File: src/rtl/pc_seq_pkg.sv
`default_nettype none
// ============================================================================
//  Module   : pc_seq_pkg
//  Purpose  : Shared types and constants for the program-counter sequencer.
//             - seq_state_t : sequencer control states (BOOT / RUN / HALTED)
//             - pc_sel_t    : next-PC source select
//             - default PC width and reset PC
//  Revision : 1.0 - initial release
// ============================================================================
package pc_seq_pkg;

    localparam int unsigned c_default_width    = 32;
    localparam logic [31:0] c_default_reset_pc = 32'h0000_0000;

    typedef enum logic [1:0] {
        ST_BOOT   = 2'd0,
        ST_RUN    = 2'd1,
        ST_HALTED = 2'd2
    } seq_state_t;

    typedef enum logic [2:0] {
        SEL_HOLD   = 3'd0,
        SEL_SEQ    = 3'd1,
        SEL_BRANCH = 3'd2,
        SEL_JUMP   = 3'd3,
        SEL_CALL   = 3'd4,
        SEL_RET    = 3'd5
    } pc_sel_t;

endpackage
`default_nettype wire

File: src/rtl/pc_sequencer_if.sv
`default_nettype none
// ============================================================================
//  Module   : pc_sequencer_if
//  Purpose  : Control/fetch bundle between the control decoder and the PC
//             sequencer.
//  Signals  : stall, halt_req, resume, branch_taken, branch_target, jump,
//             call, jump_target, ret          (decoder -> sequencer)
//             pc, pc_plus1, fetch_valid, halted,
//             ras_overflow, ras_underflow     (sequencer -> decoder/fetch)
//  Modports : master = decoder side, slave = sequencer side
//  Revision : 1.0 - initial release
// ============================================================================
interface pc_sequencer_if #(
    parameter int WIDTH = pc_seq_pkg::c_default_width
);
    logic             stall;
    logic             halt_req;
    logic             resume;
    logic             branch_taken;
    logic [WIDTH-1:0] branch_target;
    logic             jump;
    logic             call;
    logic [WIDTH-1:0] jump_target;
    logic             ret;

    logic [WIDTH-1:0] pc;
    logic [WIDTH-1:0] pc_plus1;
    logic             fetch_valid;
    logic             halted;
    logic             ras_overflow;
    logic             ras_underflow;

    modport master (
        output stall, halt_req, resume, branch_taken, branch_target,
               jump, call, jump_target, ret,
        input  pc, pc_plus1, fetch_valid, halted, ras_overflow, ras_underflow
    );

    modport slave (
        input  stall, halt_req, resume, branch_taken, branch_target,
               jump, call, jump_target, ret,
        output pc, pc_plus1, fetch_valid, halted, ras_overflow, ras_underflow
    );
endinterface
`default_nettype wire

File: src/rtl/pc_return_stack.sv
`default_nettype none
// ============================================================================
//  Module   : pc_return_stack
//  Purpose  : Circular return-address stack with a top pointer and a
//             saturating entry count. A push to a full stack overwrites the
//             oldest entry; a pop from an empty stack changes nothing.
//  Ports    : clk, reset    - clock, synchronous active-high reset
//             push, pop     - stack operations (push+pop replaces the top)
//             push_data     - value to push
//             top           - current top-of-stack value
//             empty, full   - occupancy status
//  Revision : 1.0 - initial release
// ============================================================================
module pc_return_stack #(
    parameter int WIDTH     = 32,
    parameter int RAS_DEPTH = 4
) (
    input  wire logic             clk,
    input  wire logic             reset,
    input  wire logic             push,
    input  wire logic             pop,
    input  wire logic [WIDTH-1:0] push_data,
    output      logic [WIDTH-1:0] top,
    output      logic             empty,
    output      logic             full
);
    localparam int              c_ptr_w = $clog2(RAS_DEPTH);
    localparam logic [c_ptr_w:0] c_depth = (c_ptr_w + 1)'(RAS_DEPTH);

    logic [WIDTH-1:0]   r_mem [RAS_DEPTH];
    logic [c_ptr_w-1:0] r_top;
    logic [c_ptr_w:0]   r_count;
    logic [c_ptr_w-1:0] w_top_inc;

    // Depth is a power of two, so the pointer wraps naturally. Once the
    // buffer is full, the slot after the top is the oldest entry, which is
    // exactly where the next push lands.
    assign w_top_inc = r_top + c_ptr_w'(1);

    always_ff @(posedge clk) begin
        if (reset) begin
            r_top   <= '0;
            r_count <= '0;
        end else if (push && pop) begin
            r_top   <= r_top;
            r_count <= r_count;
        end else if (push) begin
            r_top <= w_top_inc;
            if (r_count != c_depth) begin
                r_count <= r_count + (c_ptr_w + 1)'(1);
            end
        end else if (pop && (r_count != '0)) begin
            r_top   <= r_top - c_ptr_w'(1);
            r_count <= r_count - (c_ptr_w + 1)'(1);
        end
    end

    // Storage carries no reset: occupancy is tracked by r_count alone.
    always_ff @(posedge clk) begin
        if (!reset && push) begin
            if (pop) begin
                r_mem[r_top] <= push_data;
            end else begin
                r_mem[w_top_inc] <= push_data;
            end
        end
    end

    assign top   = r_mem[r_top];
    assign empty = (r_count == '0);
    assign full  = (r_count == c_depth);

endmodule
`default_nettype wire

File: src/rtl/pc_sequencer.sv
`default_nettype none
// ============================================================================
//  Module   : pc_sequencer
//  Purpose  : Registered program counter with prioritised next-PC select
//             (stall > halt > ret > call > jump > branch > sequential),
//             BOOT/RUN/HALTED control and a return-address stack.
//  Ports    : clk, reset    - clock, synchronous active-high reset
//             bus (slave)   - decoder controls in; pc, pc_plus1,
//                             fetch_valid, halted, ras_overflow,
//                             ras_underflow out
//  Revision : 1.0 - initial release
// ============================================================================
module pc_sequencer
    import pc_seq_pkg::*;
#(
    parameter int               WIDTH     = c_default_width,
    parameter logic [WIDTH-1:0] RESET_PC  = WIDTH'(c_default_reset_pc),
    parameter int               RAS_DEPTH = 4
) (
    input  wire logic     clk,
    input  wire logic     reset,
    pc_sequencer_if.slave bus
);
    seq_state_t       r_state;
    seq_state_t       w_state_next;
    pc_sel_t          w_sel;
    logic [WIDTH-1:0] r_pc;
    logic [WIDTH-1:0] w_pc_next;
    logic [WIDTH-1:0] w_pc_plus1;
    logic             w_push;
    logic             w_pop;
    logic             w_ovf;
    logic             w_unf;
    logic             r_ovf;
    logic             r_unf;
    logic [WIDTH-1:0] w_ras_top;
    logic             w_ras_empty;
    logic             w_ras_full;

    assign w_pc_plus1 = r_pc + WIDTH'(1);

    pc_return_stack #(
        .WIDTH     (WIDTH),
        .RAS_DEPTH (RAS_DEPTH)
    ) u_ras (
        .clk       (clk),
        .reset     (reset),
        .push      (w_push),
        .pop       (w_pop),
        .push_data (w_pc_plus1),
        .top       (w_ras_top),
        .empty     (w_ras_empty),
        .full      (w_ras_full)
    );

    // Next-state and next-PC source selection.
    always_comb begin
        w_state_next = r_state;
        w_sel        = SEL_HOLD;
        w_push       = 1'b0;
        w_pop        = 1'b0;
        w_ovf        = 1'b0;
        w_unf        = 1'b0;
        unique case (r_state)
            ST_BOOT: begin
                w_state_next = ST_RUN;
            end
            ST_RUN: begin
                if (bus.stall) begin
                    w_sel = SEL_HOLD;
                end else if (bus.halt_req) begin
                    // The redirect decided this cycle is dropped; pc holds.
                    w_state_next = ST_HALTED;
                end else if (bus.ret) begin
                    if (w_ras_empty) begin
                        w_sel = SEL_SEQ;
                        w_unf = 1'b1;
                    end else begin
                        w_sel = SEL_RET;
                        w_pop = 1'b1;
                    end
                end else if (bus.call) begin
                    w_sel  = SEL_CALL;
                    w_push = 1'b1;
                    w_ovf  = w_ras_full;
                end else if (bus.jump) begin
                    w_sel = SEL_JUMP;
                end else if (bus.branch_taken) begin
                    w_sel = SEL_BRANCH;
                end else begin
                    w_sel = SEL_SEQ;
                end
            end
            ST_HALTED: begin
                if (bus.resume && !bus.stall) begin
                    w_state_next = ST_RUN;
                end
            end
            default: begin
                w_state_next = ST_BOOT;
            end
        endcase
    end

    always_comb begin
        w_pc_next = r_pc;
        case (w_sel)
            SEL_SEQ:    w_pc_next = w_pc_plus1;
            SEL_BRANCH: w_pc_next = bus.branch_target;
            SEL_JUMP:   w_pc_next = bus.jump_target;
            SEL_CALL:   w_pc_next = bus.jump_target;
            SEL_RET:    w_pc_next = w_ras_top;
            default:    w_pc_next = r_pc;
        endcase
    end

    always_ff @(posedge clk) begin
        if (reset) begin
            r_state <= ST_BOOT;
            r_pc    <= RESET_PC;
            r_ovf   <= 1'b0;
            r_unf   <= 1'b0;
        end else begin
            r_state <= w_state_next;
            r_pc    <= w_pc_next;
            r_ovf   <= w_ovf;
            r_unf   <= w_unf;
        end
    end

    assign bus.pc            = r_pc;
    assign bus.pc_plus1      = w_pc_plus1;
    assign bus.fetch_valid   = (r_state == ST_RUN);
    assign bus.halted        = (r_state == ST_HALTED);
    assign bus.ras_overflow  = r_ovf;
    assign bus.ras_underflow = r_unf;

endmodule
`default_nettype wire

File: src/flat_wrapper.sv
// flat-port wrapper written by rule: the top's interface ports become plain ports
module pc_sequencer_flat import pc_seq_pkg::*;
#(
    parameter int               WIDTH     = c_default_width,
    parameter logic [WIDTH-1:0] RESET_PC  = WIDTH'(c_default_reset_pc),
    parameter int               RAS_DEPTH = 4
)
  (clk, reset, bus_stall, bus_halt_req, bus_resume, bus_branch_taken, bus_branch_target, bus_jump, bus_call, bus_jump_target, bus_ret, bus_pc, bus_pc_plus1, bus_fetch_valid, bus_halted, bus_ras_overflow, bus_ras_underflow);
  pc_sequencer_if #(.WIDTH(WIDTH)) bus_i ();
  input  wire logic clk;
  input  wire logic reset;
  input wire logic [$bits(bus_i.stall)-1:0] bus_stall;
  input wire logic [$bits(bus_i.halt_req)-1:0] bus_halt_req;
  input wire logic [$bits(bus_i.resume)-1:0] bus_resume;
  input wire logic [$bits(bus_i.branch_taken)-1:0] bus_branch_taken;
  input wire logic [$bits(bus_i.branch_target)-1:0] bus_branch_target;
  input wire logic [$bits(bus_i.jump)-1:0] bus_jump;
  input wire logic [$bits(bus_i.call)-1:0] bus_call;
  input wire logic [$bits(bus_i.jump_target)-1:0] bus_jump_target;
  input wire logic [$bits(bus_i.ret)-1:0] bus_ret;
  output wire logic [$bits(bus_i.pc)-1:0] bus_pc;
  output wire logic [$bits(bus_i.pc_plus1)-1:0] bus_pc_plus1;
  output wire logic [$bits(bus_i.fetch_valid)-1:0] bus_fetch_valid;
  output wire logic [$bits(bus_i.halted)-1:0] bus_halted;
  output wire logic [$bits(bus_i.ras_overflow)-1:0] bus_ras_overflow;
  output wire logic [$bits(bus_i.ras_underflow)-1:0] bus_ras_underflow;
  assign bus_i.stall = bus_stall;
  assign bus_i.halt_req = bus_halt_req;
  assign bus_i.resume = bus_resume;
  assign bus_i.branch_taken = bus_branch_taken;
  assign bus_i.branch_target = bus_branch_target;
  assign bus_i.jump = bus_jump;
  assign bus_i.call = bus_call;
  assign bus_i.jump_target = bus_jump_target;
  assign bus_i.ret = bus_ret;
  assign bus_pc = bus_i.pc;
  assign bus_pc_plus1 = bus_i.pc_plus1;
  assign bus_fetch_valid = bus_i.fetch_valid;
  assign bus_halted = bus_i.halted;
  assign bus_ras_overflow = bus_i.ras_overflow;
  assign bus_ras_underflow = bus_i.ras_underflow;
  pc_sequencer #(.WIDTH(WIDTH), .RESET_PC(RESET_PC), .RAS_DEPTH(RAS_DEPTH)) u_core (.clk(clk), .reset(reset), .bus(bus_i));
endmodule
File: config.mk
export PLATFORM = sky130hd
export DESIGN_NAME = pc_sequencer_flat
export DESIGN_NICKNAME = d
export VERILOG_FILES = /design/src/rtl/pc_seq_pkg.sv /design/src/rtl/pc_sequencer_if.sv /design/src/rtl/pc_return_stack.sv /design/src/rtl/pc_sequencer.sv /design/src/flat_wrapper.sv
export SDC_FILE = /design/constraint.sdc
export NUM_CORES = 1
export LEC_CHECK = 0
export CORE_MARGIN = 2
export CORE_UTILIZATION = 55
export DETAILED_ROUTE_END_ITERATION = 7
export PLACE_DENSITY = 0.88
export SYNTH_ARGS = -nofsm -noshare
export SYNTH_HDL_FRONTEND = slang
export SYNTH_SLANG_ARGS = --single-unit
File: constraint.sdc
create_clock -name clk -period 14.46 [get_ports clk]
set_input_delay 2.892 -clock clk [delete_from_list [all_inputs] [get_ports clk]]
set_output_delay 2.892 -clock clk [all_outputs]
set_load 0.01 [all_outputs]
==> out/qor.csv <==
metric;value;unit
synthesized instance count;608;
largest net degree at the start of global routing;44;
Detailed Route Iter0 Violations;835;
Post-Synthesis Cell Area;0.00795;mm^2
worst min-delay path class;register to register;
Initial Utilization;56.9;%
CTS tree;done;
nets;812;
Setup violations, final;0;
first-pass GRT wire length;34800;um
total global routing overflow;0;
Die W;124;um
Cell Chain, Critical Path;and4_1 -> nand2_1 -> nor4_1 -> xor2_1 -> clkdlybuf4s50_1;
DR pass1 iterations;6;
Clk Tree Root Cell;clkbuf_16;
Crit Path Class;register to output port;
Final Cycle Share;44.3;%
Critical Path Source Type;register;
hold-fix buffers at CTS;0;
worst skew pair latency;430;ps
Slew HR;33.2;%
top cells by count, synth;edfxtp_1, nand2_1, dfxtp_1;
Final Hold Viols;0;
TritonCTS Sinks;171;
Core ar.;0.0140;mm^2
EDFF count, synth;128;
unrepaired setup endpoints after global routing;no;
Clock Tree Buf Depth;2;
Die Ht;124;um
Seq cells post-synth;171;
Setup Buffers After CTS;0;
initial antenna violation count;0;
CP endpoint kind;output port;
Max FO, Critical Path;13;
Setup TNS;0;ps
Die ar.;0.0154;mm^2
share of the synthesized area in the top cell type;48.3;%
synth unique cells;54;
Post-DP HPWL;14800;um
vias in the first global route;6393;
synth top area cells;edfxtp_1, dfxtp_1, mux4_2;
Final GP Congestion;0.858;
Slowest cell on crit path;nor4_1;
number of gates resized after CTS;0;
top_reg_cell synth;edfxtp_1;
I/O Buffers;140;
synth-to-layout area growth;27.1;%
CP max stage delay;810;ps
top-count cell post-synth;edfxtp_1;
CTS Buf Count;17;
Remaining DRCs;0;
Tot Pwr;1.12;mW
ratio of cells with drive above 1 in the final layout;12.9;%
register area share after synthesis;59.1;%
Syn Nets;683;
WL final;22900;um
Antenna Violating Nets Remaining;0;
Filler cells;877;
number of vias per cell;6.80;
Peak Freq;156;MHz
P per Cell Area;111;mW/mm^2
Clock transition at path regs;60;ps
Lkg Pwr;3.25;nW
WP data arrival;3510;ps
WP data required;11570;ps
Slew Limit Fails;0;
minimum clock period;6400;ps
Row Count;43;
maxcap violations;0;
dominant cell type by area after synthesis;edfxtp_1;
Worst-Margin Slew;1000;ps
Vias;6327;
synthesis warning total;0;
I/O pins;141;
Max H-tree Level;4;
Global Route Usage Sum;29.3;%
Post-synth ARST share;0;%
peak supply drop;77.3;uV
WL/cell;24.6;um
Clock Skews;9.46;ps
synthesized area per cell;13.1;um^2
n_diodes;0;
status;finished clean;
==> cell usage in the layout, fill, tap and decap left out, types with 5 or more instances in the layout <==
| master | count |
|---|---|
| clkdlybuf4s50_1 | 140 |
| edfxtp_1 | 128 |
| nand2_1 | 46 |
| dfxtp_1 | 42 |
| o21ai_0 | 36 |
| mux4_2 | 32 |
| nor2_1 | 30 |
| xnor2_1 | 25 |
| a221oi_1 | 22 |
| a21oi_1 | 20 |
| nor3_1 | 19 |
| clkbuf_16 | 17 |
| inv_1 | 16 |
| nand4_1 | 15 |
| a221o_1 | 14 |
| buf_4 | 13 |
| nand3_1 | 10 |
| nor4_1 | 9 |
| xor2_1 | 9 |
| a221oi_2 | 9 |
| a211oi_1 | 8 |
| and3_1 | 7 |
| and4_1 | 6 |
| and2_1 | 5 |
==> area by class of cell <==
class | instances | area (um^2) | share of cell area [%]
timing repair buffer | 153 | 1500 | 14.8
clock buffer | 21 | 450 | 4.46
multi-input combinational | 378 | 3020 | 29.9
tap | 180 | 225 | 2.23
sequential | 171 | 4710 | 46.5
inverter | 16 | 60.1 | 0.594
clock inverter | 11 | 145 | 1.44
==> critical path, delay by kind of cell, from the launching register on <==
kind | cells | cell delay, ps
xor+xnor | 1 | 410
buf+inv | 1 | 620
simple gates | 3 | 1560
flops | 1 | 490
==> worst paths after layout <==
kind / slack (ps) / to / cells past startpoint / start
setup / recovery: 8060 / bus_pc_plus1[20] / 5 / u_core.bus.pc[4]$_SDFFE_PP0P_
hold / removal: 560 / u_core.bus.pc[30]$_SDFFE_PP0P_ / 2 / u_core.bus.pc[30]$_SDFFE_PP0P_
setup reg to reg: 11020 / u_core.u_ras.r_mem[3][12]$_DFFE_PP_ / 7 / u_core.r_state[1]$_SDFFE_PP0P_
hold reg to reg: 560 / u_core.bus.pc[30]$_SDFFE_PP0P_ / 2 / u_core.bus.pc[30]$_SDFFE_PP0P_
==> cell families (layout without fill, tap and decap cells) <==
group / Yosys count / after routing / synth area share [%]
XOR/XNOR: 34 / 34 / 3.74
flip-flops: 171 / 171 / 59.1
multiplexers: 32 / 32 / 9.06
AO/OA/AOI/OAI: 133 / 133 / 12.6
AND/OR/NAND/NOR: 177 / 177 / 11.8
adder cells (fa/ha/maj): 2 / 2 / 0.409
buffers and inverters: 59 / 201 / 3.19
==> state kept, by name, summed over array words and instances (netlist names), named ones only <==
register / cells
u_core.u_ras.r_mem: 128
u_core.bus.ras_underflow: 1
u_core.u_ras.r_count: 3
u_core.r_state: 2
u_core.bus.ras_overflow: 1
u_core.bus.pc: 32
u_core.u_ras.r_top: 2
==> report_power, final <==
group          internal, mW  switching, mW
Sequential            0.536         0.0135
Combinational        0.0566         0.0546
Clock                 0.276          0.185
Total                 0.868          0.253
==> layer usage <==
metal  vias to the layer above  track usage, %  share of wire, %
met4                         0            13.9               4.1
met2                       466            48.3                49
met5                         -               0                 0
li1                       2658               -                 -
met1                      3093            37.0                37
met3                       110            6.79               9.7
==> stage by stage <==
| stage | setup WS [ps] | instance area [um^2] | util [%] | std cells | hold slack [ps] |
|---|---|---|---|---|---|
| 3_3_place_gp | 8260 | 9510 | 68.0 | 898 | 514 |
| 4_1_cts | 8140 | 10100 | 72.3 | 930 | 556 |
| 6_report | 8060 | 10100 | 72.3 | 930 | 557 |
| 3_5_place_dp | 8090 | 9510 | 68.0 | 898 | 531 |
| 2_1_floorplan | 6510 | 7950 | - | 608 | 513 |
| 5_1_grt | 7990 | 10100 | 72.3 | 930 | 594 |
(Power assumes the default switching activity.)
==> edit, RTL diff (same settings) <==
`RAS_DEPTH` is set to 4 in 3 places; all go to 2.
--- a/src/rtl/pc_return_stack.sv
+++ b/src/rtl/pc_return_stack.sv
@@ -13,7 +13,7 @@
 // ============================================================================
 module pc_return_stack #(
     parameter int WIDTH     = 32,
-    parameter int RAS_DEPTH = 4
+    parameter int RAS_DEPTH = 2
 ) (
     input  wire logic             clk,
     input  wire logic             reset,
--- a/src/rtl/pc_sequencer.sv
+++ b/src/rtl/pc_sequencer.sv
@@ -15,7 +15,7 @@
 #(
     parameter int               WIDTH     = c_default_width,
     parameter logic [WIDTH-1:0] RESET_PC  = WIDTH'(c_default_reset_pc),
-    parameter int               RAS_DEPTH = 4
+    parameter int               RAS_DEPTH = 2
 ) (
     input  wire logic     clk,
     input  wire logic     reset,
--- a/src/flat_wrapper.sv
+++ b/src/flat_wrapper.sv
@@ -3,7 +3,7 @@
 #(
     parameter int               WIDTH     = c_default_width,
     parameter logic [WIDTH-1:0] RESET_PC  = WIDTH'(c_default_reset_pc),
-    parameter int               RAS_DEPTH = 4
+    parameter int               RAS_DEPTH = 2
 )
   (clk, reset, bus_stall, bus_halt_req, bus_resume, bus_branch_taken, bus_branch_target, bus_jump, bus_call, bus_jump_target, bus_ret, bus_pc, bus_pc_plus1, bus_fetch_valid, bus_halted, bus_ras_overflow, bus_ras_underflow);
   pc_sequencer_if #(.WIDTH(WIDTH)) bus_i ();
Function: changed (a bounded check fails within 10 cycles, from zero or initial values and one cycle with reset high).
==> edit against the original RTL <==
Clock skew is 0.0036 ns higher. Via count is 26% lower. Critical path depth is 1 higher. Fmax is 5.9% higher. Wire length is 34% lower. Hold slack better by 0.028 ns. Synthesized area is 34% lower. Combinational power is 24% lower. Design area is 32% lower. Worst setup slack better by 0.35 ns. Critical path type unchanged. First-iteration DRC count is 45% lower. Total power is 47% lower. Sequential cell count is 67 lower. Synthesized cell count is 20% lower.
==> edit: results (changes against the original RTL) <==
[critical_path]
critical_path.top_delay_family=simple AND/OR/NAND/NOR gates
worst_ep_arrival_time_ns=3.15  ; -0.36 ns
r2r_setup_slack_ns=11.34  ; +0.32 ns
r2r_start=u_core.r_state[1]
slowest_stage=clkdlybuf4s50_1
crit_path_max_fanout=10  ; -3
startpoint=u_core.bus.pc[3]
max_stage_delay_ns=0.61  ; -0.20 ns

[sta]
setup_slack_ns=8.413  ; +0.3544 ns
worst_pin_slew_ns=1.095  ; +0.09498 ns
skew_ns=0.01301  ; +0.003554 ns
fin_crit_ns=6.047  ; -0.3544 ns
fin_hold_ws_ns=0.5852  ; +0.02832 ns

[global_routing]
grt_pass1_vias=4640  ; -27%
grt_use_total_pct=29.04  ; -0.31 points
antenna_found_initial=0  ; unchanged
grt_first_pass_wirelength_mm=23.36  ; -33%
grt_max_degree=53  ; +20%

[logic_synthesis]
ys_types=57  ; +5.6%
ys.flop_type=edfxtp_1
yosys_warnings=0  ; unchanged
synth_area_leaders=edfxtp_1 (37%), dfxtp_1 (15%), mux2_2 (4.7%)
avgSynthCellArea_um2=10.78  ; -18%
async_flop_share_pct=0  ; unchanged
synth.net_count=559  ; -18%
seq_area_frac_synth_pct=52.08  ; -7.1 points
synth_edf_count=64  ; -50%
synth_commonest_cells=edfxtp_1 (64), dfxtp_1 (40), nand2_1 (35)

[power_and_ir_drop]
leakage_nw=2.262  ; -30%
peakVddDrop_mv=0.05210  ; -33%

[hold_path]
worstHoldStart=u_core.bus.pc[15]
hold_class=flop to flop

[placement]
place_ws_ns=8.463  ; +0.3734 ns
portBuffers=140  ; unchanged
dp.cells=724  ; -19%
gp_congestion=0.8601  ; +0.26%
place_hpwl_mm=10.11  ; -31%
place_area_um2=6708  ; -29%

[detailed_routing]
drtPass1Iterations=8  ; +2
num_vias=4656  ; -26%
avgRoutedWirePerCell_um=20.37  ; -17%
avgViaCountPerCell=6.292  ; -7.5%
drt_iter0_drc=459  ; -45%

[status]
status=complete, no violations

[clock_network]
path_clk_slew_ns=0.09  ; +0.03 ns
clock_latency_ns=0.37  ; -0.06 ns
cts_resized=0  ; unchanged
htreeDepth=3  ; -1
cts-root-buf=clkbuf_8
clk_path_buf_depth=2  ; unchanged
cts_buffers=9  ; -8
post_cts_buffers=0  ; unchanged

[finish]
nets=680  ; -16%
diodes=0  ; unchanged
regMostFlops=u_core.u_ras.r_mem
largest_register_ffs=64  ; -50%
fill_cells=622  ; -29%
layout-drive-gt1-share_pct=8.674  ; -4.3 points

[edit: cell count changes after synthesis, moves of 12 or more]
| cell | delta |
|---|---|
| a221oi_1 | -18 |
| a222oi_1 | +21 |
| edfxtp_1 | -64 |
| mux2_2 | +22 |
| mux4_2 | -32 |
| o21ai_0 | -12 |
[edit: worst paths after layout]
kind,end,cells after the start
worst max register to register,u_core.bus.pc[26],5
worst max-delay path,bus_pc_plus1[21],6
worst min register to register,u_core.bus.pc[15],2
worst min-delay path,u_core.bus.pc[15],2
[edit: cell type report]
type | instances | area (um2) | share of cell area (%)
Sequential cell | 104 | 2724 | 39.45
Tap cell | 129 | 161.4 | 2.337
Clock buffer | 11 | 141.4 | 2.047
Inverter | 11 | 41.29 | 0.5979
Multi-Input combinational cell | 334 | 2335 | 33.81
Clock inverter | 5 | 56.30 | 0.8154
Timing Repair Buffer | 146 | 1446 | 20.95
[edit: power breakdown]
part,internal [mW],switching [mW]
logic,0.0472,0.0373
clock network,0.0848,0.0987
registers,0.320,0.0102
total,0.452,0.146
[edit: kinds of logic after synthesis]
kind of cell	Yosys count	synth area share, %
fa+ha+maj	1	0.2393
xor+xnor	30	5.026
flops	104	52.08
mux	32	6.654
compound gates	132	18.19
simple gates	139	13.98
buf+inv	47	3.830
[edit: layer usage]
layer / vias to the layer above / GRT usage [%] / part of all wire (%)
met4: 0 / 12.79 / 2.5
met3: 38 / 4.141 / 9.4
met1: 2197 / 37.98 / 40
met2: 296 / 48.29 / 48
met5: - / 0 / 0
li1: 2125 / - / -
[edit: tightest hold or removal path: stages (launching register included)]
cell	delay (ns)
dfxtp_1	0.34
inv_1	0.10
a221oi_1	0.09
